==> src/rtl/spa_pkg.sv <==
// spa_pkg: shared types and helpers for the spectrum peak analyzer
package spa_pkg;

    typedef enum logic {
        IDLE,
        COLLECT
    } spa_state_e;

    // Bin index width for a given point count
    function automatic int spa_idx_w(input int n_bins);
        return $clog2(n_bins);
    endfunction

    // Squared-magnitude width: two DATA_W-bit squares summed without overflow
    function automatic int spa_mag_w(input int data_w);
        return 2 * data_w + 1;
    endfunction

    // A bin takes part in the peak search unless it is DC (when excluded)
    // or lies in the mirrored upper half (in half-spectrum mode)
    function automatic logic spa_eligible(input int idx, input int n_bins,
                                          input int skip_dc, input int half);
        return !(skip_dc != 0 && idx == 0) && !(half != 0 && idx >= n_bins / 2);
    endfunction

endpackage

==> src/rtl/spa_mag_pipe.sv <==
// spa_mag_pipe: two-stage squared-magnitude pipe (square, then sum) with index/eligible sideband
module spa_mag_pipe #(
    parameter int DATA_W = 16,
    parameter int IDX_W  = 4,
    parameter int MAG_W  = 2 * DATA_W + 1
) (
    input  logic                     clk,
    input  logic                     rst,
    input  logic                     valid_i,
    input  logic                     flush_i,
    input  logic                     elig_i,
    input  logic signed [DATA_W-1:0] re_i,
    input  logic signed [DATA_W-1:0] im_i,
    input  logic [IDX_W-1:0]         idx_i,
    output logic                     valid_o,
    output logic                     elig_o,
    output logic [IDX_W-1:0]         idx_o,
    output logic [MAG_W-1:0]         mag_o
);
    localparam int PW = 2 * DATA_W;

    logic signed [PW-1:0] re_x, im_x, re_sq_q, im_sq_q;
    logic                 valid_q, elig_q;
    logic [IDX_W-1:0]     idx_q;

    assign re_x = PW'(re_i);
    assign im_x = PW'(im_i);

    // Stage 1: register both signed squares together with the beat's sideband
    always_ff @(posedge clk) begin
        if (rst) begin
            valid_q <= 1'b0;
            elig_q  <= 1'b0;
            idx_q   <= '0;
            re_sq_q <= '0;
            im_sq_q <= '0;
        end else begin
            valid_q <= valid_i && !flush_i;
            elig_q  <= elig_i;
            idx_q   <= idx_i;
            re_sq_q <= re_x * re_x;
            im_sq_q <= im_x * im_x;
        end
    end

    // Stage 2: squares are non-negative, so a zero-extended add cannot overflow;
    // a flush kills the entry still in flight
    assign valid_o = valid_q && !flush_i;
    assign elig_o  = elig_q;
    assign idx_o   = idx_q;
    assign mag_o   = MAG_W'({1'b0, re_sq_q}) + MAG_W'({1'b0, im_sq_q});

endmodule

==> src/rtl/spectrum_peak_analyzer.sv <==
// spectrum_peak_analyzer: streaming per-frame peak-bin finder; SPA_SECOND_PEAK_EN adds second-peak outputs
module spectrum_peak_analyzer
    import spa_pkg::*;
#(
    parameter int N_BINS        = 16,
    parameter int DATA_W        = 16,
    parameter int SKIP_DC       = 0,
    parameter int HALF_SPECTRUM = 0,
    parameter int IDX_W         = spa_idx_w(N_BINS),
    parameter int MAG_W         = spa_mag_w(DATA_W)
) (
    input  logic                     clk,
    input  logic                     rst,
    input  logic                     bin_valid,
    input  logic signed [DATA_W-1:0] bin_re,
    input  logic signed [DATA_W-1:0] bin_im,
    input  logic                     frame_abort,
`ifdef SPA_SECOND_PEAK_EN
    output logic [IDX_W-1:0]         freq2,
    output logic [MAG_W-1:0]         peak_mag2,
`endif
    output logic                     busy,
    output logic                     done,
    output logic [IDX_W-1:0]         freq,
    output logic [MAG_W-1:0]         peak_mag
);
    localparam logic [IDX_W-1:0] LAST = IDX_W'(N_BINS - 1);

    spa_state_e       state_q, state_d;
    logic [IDX_W-1:0] cnt_q, cnt_d;
    logic             accept, flush, in_elig;
    logic             p_valid, p_elig, first, fin, have_e, upd;
    logic [IDX_W-1:0] p_idx;
    logic [MAG_W-1:0] p_mag;
    logic             have_q, have_d, done_q, done_d;
    logic [MAG_W-1:0] max_q, max_d, peak_q, peak_d;
    logic [IDX_W-1:0] midx_q, midx_d, freq_q, freq_d;
`ifdef SPA_SECOND_PEAK_EN
    logic             have2_q, have2_d, have2_e, beat2;
    logic [MAG_W-1:0] sec_q, sec_d, peak2_q, peak2_d;
    logic [IDX_W-1:0] sidx_q, sidx_d, freq2_q, freq2_d;
`endif

    // Abort always drops its beat; it only kills pipe contents while a frame is open,
    // so the last bin of an already-completed frame still reaches done
    assign accept  = bin_valid && !frame_abort;
    assign flush   = frame_abort && state_q == COLLECT;
    assign in_elig = spa_eligible(int'(cnt_q), N_BINS, SKIP_DC, HALF_SPECTRUM);

    spa_mag_pipe #(
        .DATA_W (DATA_W),
        .IDX_W  (IDX_W),
        .MAG_W  (MAG_W)
    ) u_pipe (
        .clk     (clk),
        .rst     (rst),
        .valid_i (accept),
        .flush_i (flush),
        .elig_i  (in_elig),
        .re_i    (bin_re),
        .im_i    (bin_im),
        .idx_i   (cnt_q),
        .valid_o (p_valid),
        .elig_o  (p_elig),
        .idx_o   (p_idx),
        .mag_o   (p_mag)
    );

    // Frame FSM state and bin counter
    always_ff @(posedge clk) begin
        if (rst) begin
            state_q <= IDLE;
            cnt_q   <= '0;
        end else begin
            state_q <= state_d;
            cnt_q   <= cnt_d;
        end
    end

    // Next state: last beat closes the frame, so a following beat opens the next one gaplessly
    always_comb begin
        cnt_d   = frame_abort ? '0 : accept ? (cnt_q == LAST ? '0 : cnt_q + 1'b1) : cnt_q;
        state_d = frame_abort ? IDLE : accept ? (cnt_q == LAST ? IDLE : COLLECT) : state_q;
    end

    // FSM outputs
    always_comb begin
        busy = state_q == COLLECT;
    end

    // Running max; the per-frame reset keys off the pipelined index 0 so it cannot
    // disturb the previous frame's last bin still in the pipe
    always_comb begin
        first   = p_idx == '0;
        fin     = p_valid && p_idx == LAST;
        have_e  = first ? 1'b0 : have_q;
        upd     = p_valid && p_elig && (!have_e || p_mag > max_q);
        have_d  = p_valid ? (have_e || p_elig) : have_q;
        max_d   = upd ? p_mag : max_q;
        midx_d  = upd ? p_idx : midx_q;
        done_d  = fin;
        freq_d  = fin ? midx_d : freq_q;
        peak_d  = fin ? max_d : peak_q;
`ifdef SPA_SECOND_PEAK_EN
        have2_e = first ? 1'b0 : have2_q;
        beat2   = p_valid && p_elig && !upd && (!have2_e || p_mag > sec_q);
        sec_d   = (upd && have_e) ? max_q : beat2 ? p_mag : sec_q;
        sidx_d  = (upd && have_e) ? midx_q : beat2 ? p_idx : sidx_q;
        have2_d = p_valid ? (have2_e || (upd && have_e) || beat2) : have2_q;
        freq2_d = fin ? (have2_d ? sidx_d : '0) : freq2_q;
        peak2_d = fin ? (have2_d ? sec_d : '0) : peak2_q;
`endif
    end

    // Peak tracking state and result registers
    always_ff @(posedge clk) begin
        if (rst) begin
            have_q  <= 1'b0;
            max_q   <= '0;
            midx_q  <= '0;
            done_q  <= 1'b0;
            freq_q  <= '0;
            peak_q  <= '0;
`ifdef SPA_SECOND_PEAK_EN
            have2_q <= 1'b0;
            sec_q   <= '0;
            sidx_q  <= '0;
            freq2_q <= '0;
            peak2_q <= '0;
`endif
        end else begin
            have_q  <= have_d;
            max_q   <= max_d;
            midx_q  <= midx_d;
            done_q  <= done_d;
            freq_q  <= freq_d;
            peak_q  <= peak_d;
`ifdef SPA_SECOND_PEAK_EN
            have2_q <= have2_d;
            sec_q   <= sec_d;
            sidx_q  <= sidx_d;
            freq2_q <= freq2_d;
            peak2_q <= peak2_d;
`endif
        end
    end

    assign done     = done_q;
    assign freq     = freq_q;
    assign peak_mag = peak_q;
`ifdef SPA_SECOND_PEAK_EN
    assign freq2     = freq2_q;
    assign peak_mag2 = peak2_q;
`endif

endmodule

==> config.mk <==
export PLATFORM = sky130hd
export DESIGN_NAME = spectrum_peak_analyzer
export DESIGN_NICKNAME = d
export VERILOG_FILES = /design/src/rtl/spa_pkg.sv /design/src/rtl/spa_mag_pipe.sv /design/src/rtl/spectrum_peak_analyzer.sv
export SDC_FILE = /design/constraint.sdc
export NUM_CORES = 2
export LEC_CHECK = 0
export ABC_AREA = 1
export BUFFER_PORTS_ARGS = -buffer_cell sky130_fd_sc_hd__buf_2
export CORE_MARGIN = 2
export CORE_UTILIZATION = 40
export DETAILED_ROUTE_END_ITERATION = 12
export SLEW_MARGIN = 0
export SYNTH_ARGS = -nofsm -noshare
export SYNTH_HDL_FRONTEND = slang
export SYNTH_SLANG_ARGS = --single-unit
==> constraint.sdc <==
create_clock -name clk -period 8.1 [get_ports clk]
set_clock_uncertainty 0.2 [all_clocks]
set_input_delay 1.215 -clock clk [delete_from_list [all_inputs] [get_ports clk]]
set_output_delay 1.215 -clock clk [all_outputs]
set_load 0.005 [all_outputs]
# [Yosys cells after proc, flatten, opt, wreduce, memory -nomap -nowiden]
# Cells that the tools add are included.
# W data, S select, Z words.
[word_totals] output_inout_bits=39 input_bits=36 wordCells=40 register_bits=151
[classes] n_reduce_logical=14 n_eq_ne=2 multipliers=2 magnitude_cmp=1 n_addsub=2 muxes=6
[ops] operator="$mul A16 B16 Y32" n=2
[ops] operator="$add A32 B32 Y33" n=1
[ops] operator="$gt A33 B33 Y1" n=1
[ops] operator="$mux W33" n=1
[ops] operator="$eq A4 B4 Y1 const B" n=2
[ops] operator="$mux W4" n=2
[ops] operator="$logic_and A1 B1 Y1" n=7
[ops] operator="$add A4 B1 Y4 const B" n=1
[ops] operator="$logic_not A4 Y1" n=1
[ops] operator="$logic_not A1 Y1" n=3
[ops] operator="$mux W1" n=3
[ops] operator="$logic_or A1 B1 Y1" n=2
[ops] operator="$reduce_or A2 Y1" n=1

# [Depth between registers and ports, before layout]
[depth] ltp_word=6 depth_mapped=29 mapped_depth_nobuf=28

# [Cells and area by module]
# From an unflattened synthesis, not the netlist that was laid out.
[hier_totals] cells_unflattened=3762 area_unflattened_um2=27716.6
[modules_own_cells] module="spa_mag_pipe" area_per_inst_um2=23396.2 cells_per_inst=3155 instances=1
[modules_own_cells] module="spectrum_peak_analyzer" area_per_inst_um2=4320.4 cells_per_inst=607 instances=1

# [Worst setup path before layout]
# Ideal clock, no wire load.
[synth_path] kind="input-to-reg" from="input bin_im[1]" to="register u_pipe.im_sq_q[29]" stages=22 required_ps=7785 slack_ps=1247 setup_time_ps=115 arrival_ps=6538 path_cell_list="clkbuf_1 -> clkbuf_1 -> nand2_1 -> inv_1 -> fa_1 -> fa_1 -> fa_1 -> fa_1 -> fa_1 -> inv_1 -> fa_1 -> inv_1 -> ha_1 -> nand2_1 -> nor2_1 -> and3_1 -> nand4_1 -> nand3_1 -> a21o_1 -> nand2_1 -> a21oi_1 -> nor2_1"
[synth_via] elab_chain_len=1
[synth_rtl] element="start: declaration" line="spectrum_peak_analyzer.sv:16" rtl="input logic signed [DATA_W-1:0] bin_im,"
[synth_rtl] element="$mul A16 B16 Y32" line="spa_mag_pipe.sv:42" rtl="im_sq_q <= im_x * im_x;"
[synth_rtl] element="end signal: assignment" line="spa_mag_pipe.sv:42"
[synth_rtl] element="end: declaration" line="spa_mag_pipe.sv:22" rtl="logic signed [PW-1:0] re_x, im_x, re_sq_q, im_sq_q;"
# Every way passes these cells.
# A chain may end at the register's enable or synchronous reset.

# [Worst setup path after layout]
[layout_path] from="input bin_re[15]" to="register u_pipe.re_sq_q[23]"
[layout_via] elab_chain_len=1
[layout_rtl] element="start: declaration" line="spectrum_peak_analyzer.sv:15" rtl="input logic signed [DATA_W-1:0] bin_re,"
[layout_rtl] element="$mul A16 B16 Y32" line="spa_mag_pipe.sv:41" rtl="re_sq_q <= re_x * re_x;"
[layout_rtl] element="end signal: assignment" line="spa_mag_pipe.sv:41"
[layout_rtl] element="end: declaration" line="spa_mag_pipe.sv:22"
# Every way passes these cells.

==> impl_metrics.prom <==
# TYPE chip_impl_metric gauge
chip_impl_metric{name="multi_input_area",unit="µm²"} 19500
chip_impl_metric{name="critPathRequiredTime",unit="ps"} 8210
chip_impl_metric{name="grt_usage",unit="%"} 18.7
chip_impl_metric{name="fin_hold_ws",unit="ps"} 230
chip_impl_metric{name="core-area",unit="µm²"} 65700
chip_impl_metric{name="route.detailed.wl_per_inst",unit="µm"} 14.2
chip_impl_metric{name="rel_slew_slack",unit="%"} 44.2
chip_impl_metric{name="post-cts-setup-buffer-count",unit=""} 0
chip_impl_metric{name="internal_reg_to_reg_setup_slack",unit="ps"} 3830
chip_impl_metric{name="setup-tns-final",unit="ps"} 0
chip_impl_info{name="outcome",value="finished clean"} 1
chip_impl_info{name="rsz0062_at_grt",value="false"} 1
chip_impl_info{name="yosys.cell_count.top_type",value="inv_1"} 1
chip_impl_metric{name="max_clock_freq",unit="MHz"} 143
chip_impl_metric{name="syn-mean-instance-area",unit="µm²"} 7.85
chip_impl_metric{name="detailroute.via_count",unit=""} 20300
chip_impl_info{name="worst_r2r_startpoint",value="u_pipe.re_sq_q[24]"} 1
chip_impl_metric{name="rows",unit=""} 94
chip_impl_metric{name="drv_slew",unit=""} 0
chip_impl_info{name="cts_tree",value="yes"} 1
chip_impl_metric{name="drc",unit=""} 0
chip_impl_metric{name="synth_cells",unit=""} 3381
chip_impl_metric{name="hold_viol",unit=""} 0
chip_impl_metric{name="numPlacedInstances",unit=""} 4227
chip_impl_metric{name="clk-insertion-delay-late",unit="ps"} 440
chip_impl_metric{name="synthDominantCellAreaShare",unit="%"} 35.3
chip_impl_metric{name="fillCellCount",unit=""} 6718
chip_impl_info{name="synth_common_cells",value="inv_1 (930), nand2_1 (626), fa_1 (468), ha_1 (246), nor2_1 (236)"} 1
chip_impl_metric{name="layout.cell_area.non_filler",unit="µm²"} 28100
chip_impl_metric{name="syn-cell-area",unit="µm²"} 26500
chip_impl_metric{name="grt_pass1_vias",unit=""} 20800
chip_impl_metric{name="gr-usage-met1",unit="%"} 25.4
chip_impl_metric{name="routabilityCongestion",unit=""} 0.910
chip_impl_metric{name="cts_max_path_buffers",unit=""} 2
chip_impl_metric{name="clock_tree.htree_level_count",unit=""} 4
chip_impl_metric{name="cts.repair.resized",unit=""} 0
chip_impl_metric{name="ys.warnings.count",unit=""} 0
chip_impl_metric{name="critPathMaxFanout",unit=""} 21
chip_impl_metric{name="synth_edf_count",unit=""} 0
chip_impl_metric{name="antenna_found_initial",unit=""} 0
chip_impl_metric{name="routed_wl",unit="µm"} 60400
chip_impl_info{name="hold_end",value="cnt_q[3]"} 1
chip_impl_metric{name="synth_nets",unit=""} 4131
chip_impl_metric{name="cp_num_buf_inv",unit=""} 4
chip_impl_info{name="timing.setup.critical_path_class",value="in -> reg"} 1
chip_impl_metric{name="instances_no_fill",unit=""} 4259
chip_impl_info{name="min-delay-path-class",value="reg -> reg"} 1
chip_impl_info{name="path_cells",value="buf_2 > nand2_1 > inv_1 > fa_1 > fa_1 > fa_1 > fa_1 > fa_1 > inv_1 > fa_1 > inv_1 > ha_1 > a21oi_1 > o21ai_0 > a21oi_1 > o221ai_1 > o21ai_0 > a21oi_1"} 1
chip_impl_info{name="crit_path_top_delay_cell",value="fa_1"} 1
chip_impl_metric{name="io-pin-count",unit=""} 75
chip_impl_metric{name="die_h",unit="µm"} 262
chip_impl_metric{name="die_x",unit="µm"} 262
chip_impl_info{name="critical_path.top_delay_family",value="adder cells"} 1
chip_impl_metric{name="slowest_delay",unit="ps"} 930
chip_impl_info{name="rr_endpoint",value="peak_mag[0]"} 1
chip_impl_metric{name="hold_path_depth",unit=""} 1
chip_impl_metric{name="timing.final.crit_share",unit="%"} 86.3
chip_impl_metric{name="fin_crit",unit="ps"} 6990
chip_impl_metric{name="synthArstFlopShare",unit="%"} 0
chip_impl_metric{name="cts.sink_count",unit=""} 149
chip_impl_metric{name="setup_viol_count_final",unit=""} 0
chip_impl_metric{name="floorplan.initialDensity",unit="%"} 40.4
chip_impl_metric{name="drt_iter0_drc",unit=""} 1171
chip_impl_metric{name="drv_cap",unit=""} 0
chip_impl_metric{name="clock_pin_slew_of_the_registers_on_the_worst_case_setup_and_hold_paths",unit="ps"} 70
chip_impl_info{name="endpoint_kind",value="flop"} 1
chip_impl_metric{name="gr-total-overflow",unit=""} 0
chip_impl_metric{name="placement.cell_area",unit="µm²"} 27500
chip_impl_metric{name="die_area",unit="µm²"} 68400
chip_impl_metric{name="first_pass_grt_wire_length",unit="µm"} 103000
chip_impl_metric{name="m2_gr_usage",unit="%"} 32.9
chip_impl_metric{name="drive_above_1_share",unit="%"} 5.36
chip_impl_metric{name="detailedPlacementHpwl",unit="µm"} 51300
chip_impl_metric{name="num_antenna_cells",unit=""} 0
chip_impl_info{name="synthFlopType",value="dfxtp_1"} 1
chip_impl_metric{name="via_per_inst",unit=""} 4.78
chip_impl_info{name="crit_top_cell",value="fa_1"} 1
chip_impl_metric{name="cts_buffers",unit=""} 17
chip_impl_metric{name="cp_data_arrival_time",unit="ps"} 7100
chip_impl_metric{name="finalNetCount",unit=""} 4132
chip_impl_info{name="synthTopCellsByArea",value="fa_1 (35%), inv_1 (13%), ha_1 (12%), dfxtp_1 (11%), nand2_1 (8.9%)"} 1
chip_impl_metric{name="flow.area_growth_from_synthesis",unit="%"} 6.02
chip_impl_info{name="hold_start",value="cnt_q[3]"} 1
chip_impl_metric{name="max_slew.worst_pin.slew",unit="ps"} 831
chip_impl_info{name="busiest_layer",value="met2"} 1
chip_impl_info{name="crit_path_start_kind",value="input port"} 1
chip_impl_info{name="yosysTopAreaCell",value="fa_1"} 1
chip_impl_info{name="root_buffer",value="clkbuf_16"} 1
chip_impl_metric{name="port_buffers",unit=""} 74
chip_impl_metric{name="grt_start_max_net_pins",unit=""} 62
chip_impl_metric{name="synth_sequential_area_ratio",unit="%"} 11.2
chip_impl_metric{name="post_synth_num_cell_types",unit=""} 53
chip_impl_metric{name="ys_seq_elements",unit=""} 149
chip_impl_metric{name="groute.layer.met3.usage",unit="%"} 1.73
chip_impl_metric{name="register_area",unit="µm²"} 2980
chip_impl_metric{name="worst_r2r_path_depth",unit=""} 25
chip_impl_metric{name="route.antenna.remaining_nets",unit=""} 0
chip_impl_metric{name="number_of_buffers_inserted_by_hold_repair_at_cts",unit=""} 0
chip_impl_metric{name="dr.pass1.iters",unit=""} 5
[through the flow]
step	util [%]	setup WS, ps
6_report	42.8	1110
5_1_grt	42.8	825
4_1_cts	42.8	1210
3_5_place_dp	41.8	770
3_3_place_gp	41.8	827
2_1_floorplan	-	1250
[registers in the layout, summed over array words and instances, names as in the netlist]
register	count
u_pipe.re_sq_q	31
freq	4
u_pipe.valid_q	1
max_q	33
cnt_q	4
midx_q	4
u_pipe.im_sq_q	31
u_pipe.idx_o	4
have_q	1
peak_mag	33
busy	1
done	1
u_pipe.elig_o	1
[per-layer routing]
layer	wire [µm]	share of wire, %
met3	2340	3.9
met1	27400	45
met5	0	0
met4	665	1.1
met2	30000	50
[worst max-delay path by stage]
stage               startpoint                  to  depth (start not counted)
floorplan            bin_im[1]  u_pipe.im_sq_q[29]                         22
global placement    bin_re[15]  u_pipe.re_sq_q[23]                         18
detailed placement  bin_re[15]  u_pipe.re_sq_q[23]                         18
CTS                 bin_re[15]  u_pipe.re_sq_q[23]                         18
global route        bin_re[15]  u_pipe.re_sq_q[23]                         18
finish              bin_re[15]  u_pipe.re_sq_q[23]                         18
[placed cells by master, fill, tap and decap left out, types with 3 or more instances in the layout]
cell / n
a31oi_1: 5
nand3_1: 102
a21o_1: 17
xor2_1: 38
or2_2: 7
buf_2: 73
nand2_2: 15
o21bai_1: 16
nor4_1: 8
inv_1: 929
bufinv_16: 3
a221oi_1: 3
buf_4: 8
nor2_1: 236
ha_1: 246
nand3_2: 30
clkbuf_16: 17
inv_8: 3
nor3_1: 19
o21a_1: 13
a21oi_1: 194
a31o_2: 5
fa_1: 468
nand4_1: 19
o21ai_1: 4
o21ai_0: 81
inv_6: 4
dfxtp_1: 149
nand2_1: 626
xnor2_1: 21
nand3b_1: 5
a21boi_0: 3
[area by class of cell]
| class | instances | area share (%) |
|---|---|---|
| clock buffers | 17 | 1.51 |
| inverters | 932 | 12.4 |
| multi-input cells | 2201 | 69.4 |
| clock inverters | 15 | 0.738 |
| well taps | 864 | 3.84 |
| flip-flops and latches | 149 | 10.6 |
| repair buffers | 81 | 1.51 |
[logic make-up after synthesis]
logic type / Yosys count / share of synthesized area, %
compound gates: 348 / 7.26
simple gates: 1080 / 17.4
buf+inv: 1031 / 15.3
fa+ha+maj: 714 / 46.9
xor+xnor: 59 / 1.95
flops: 149 / 11.2
Power is left out: the tool's default activity adds up to more than one toggle a clock period on the data nets, which glitch-free logic cannot reach.
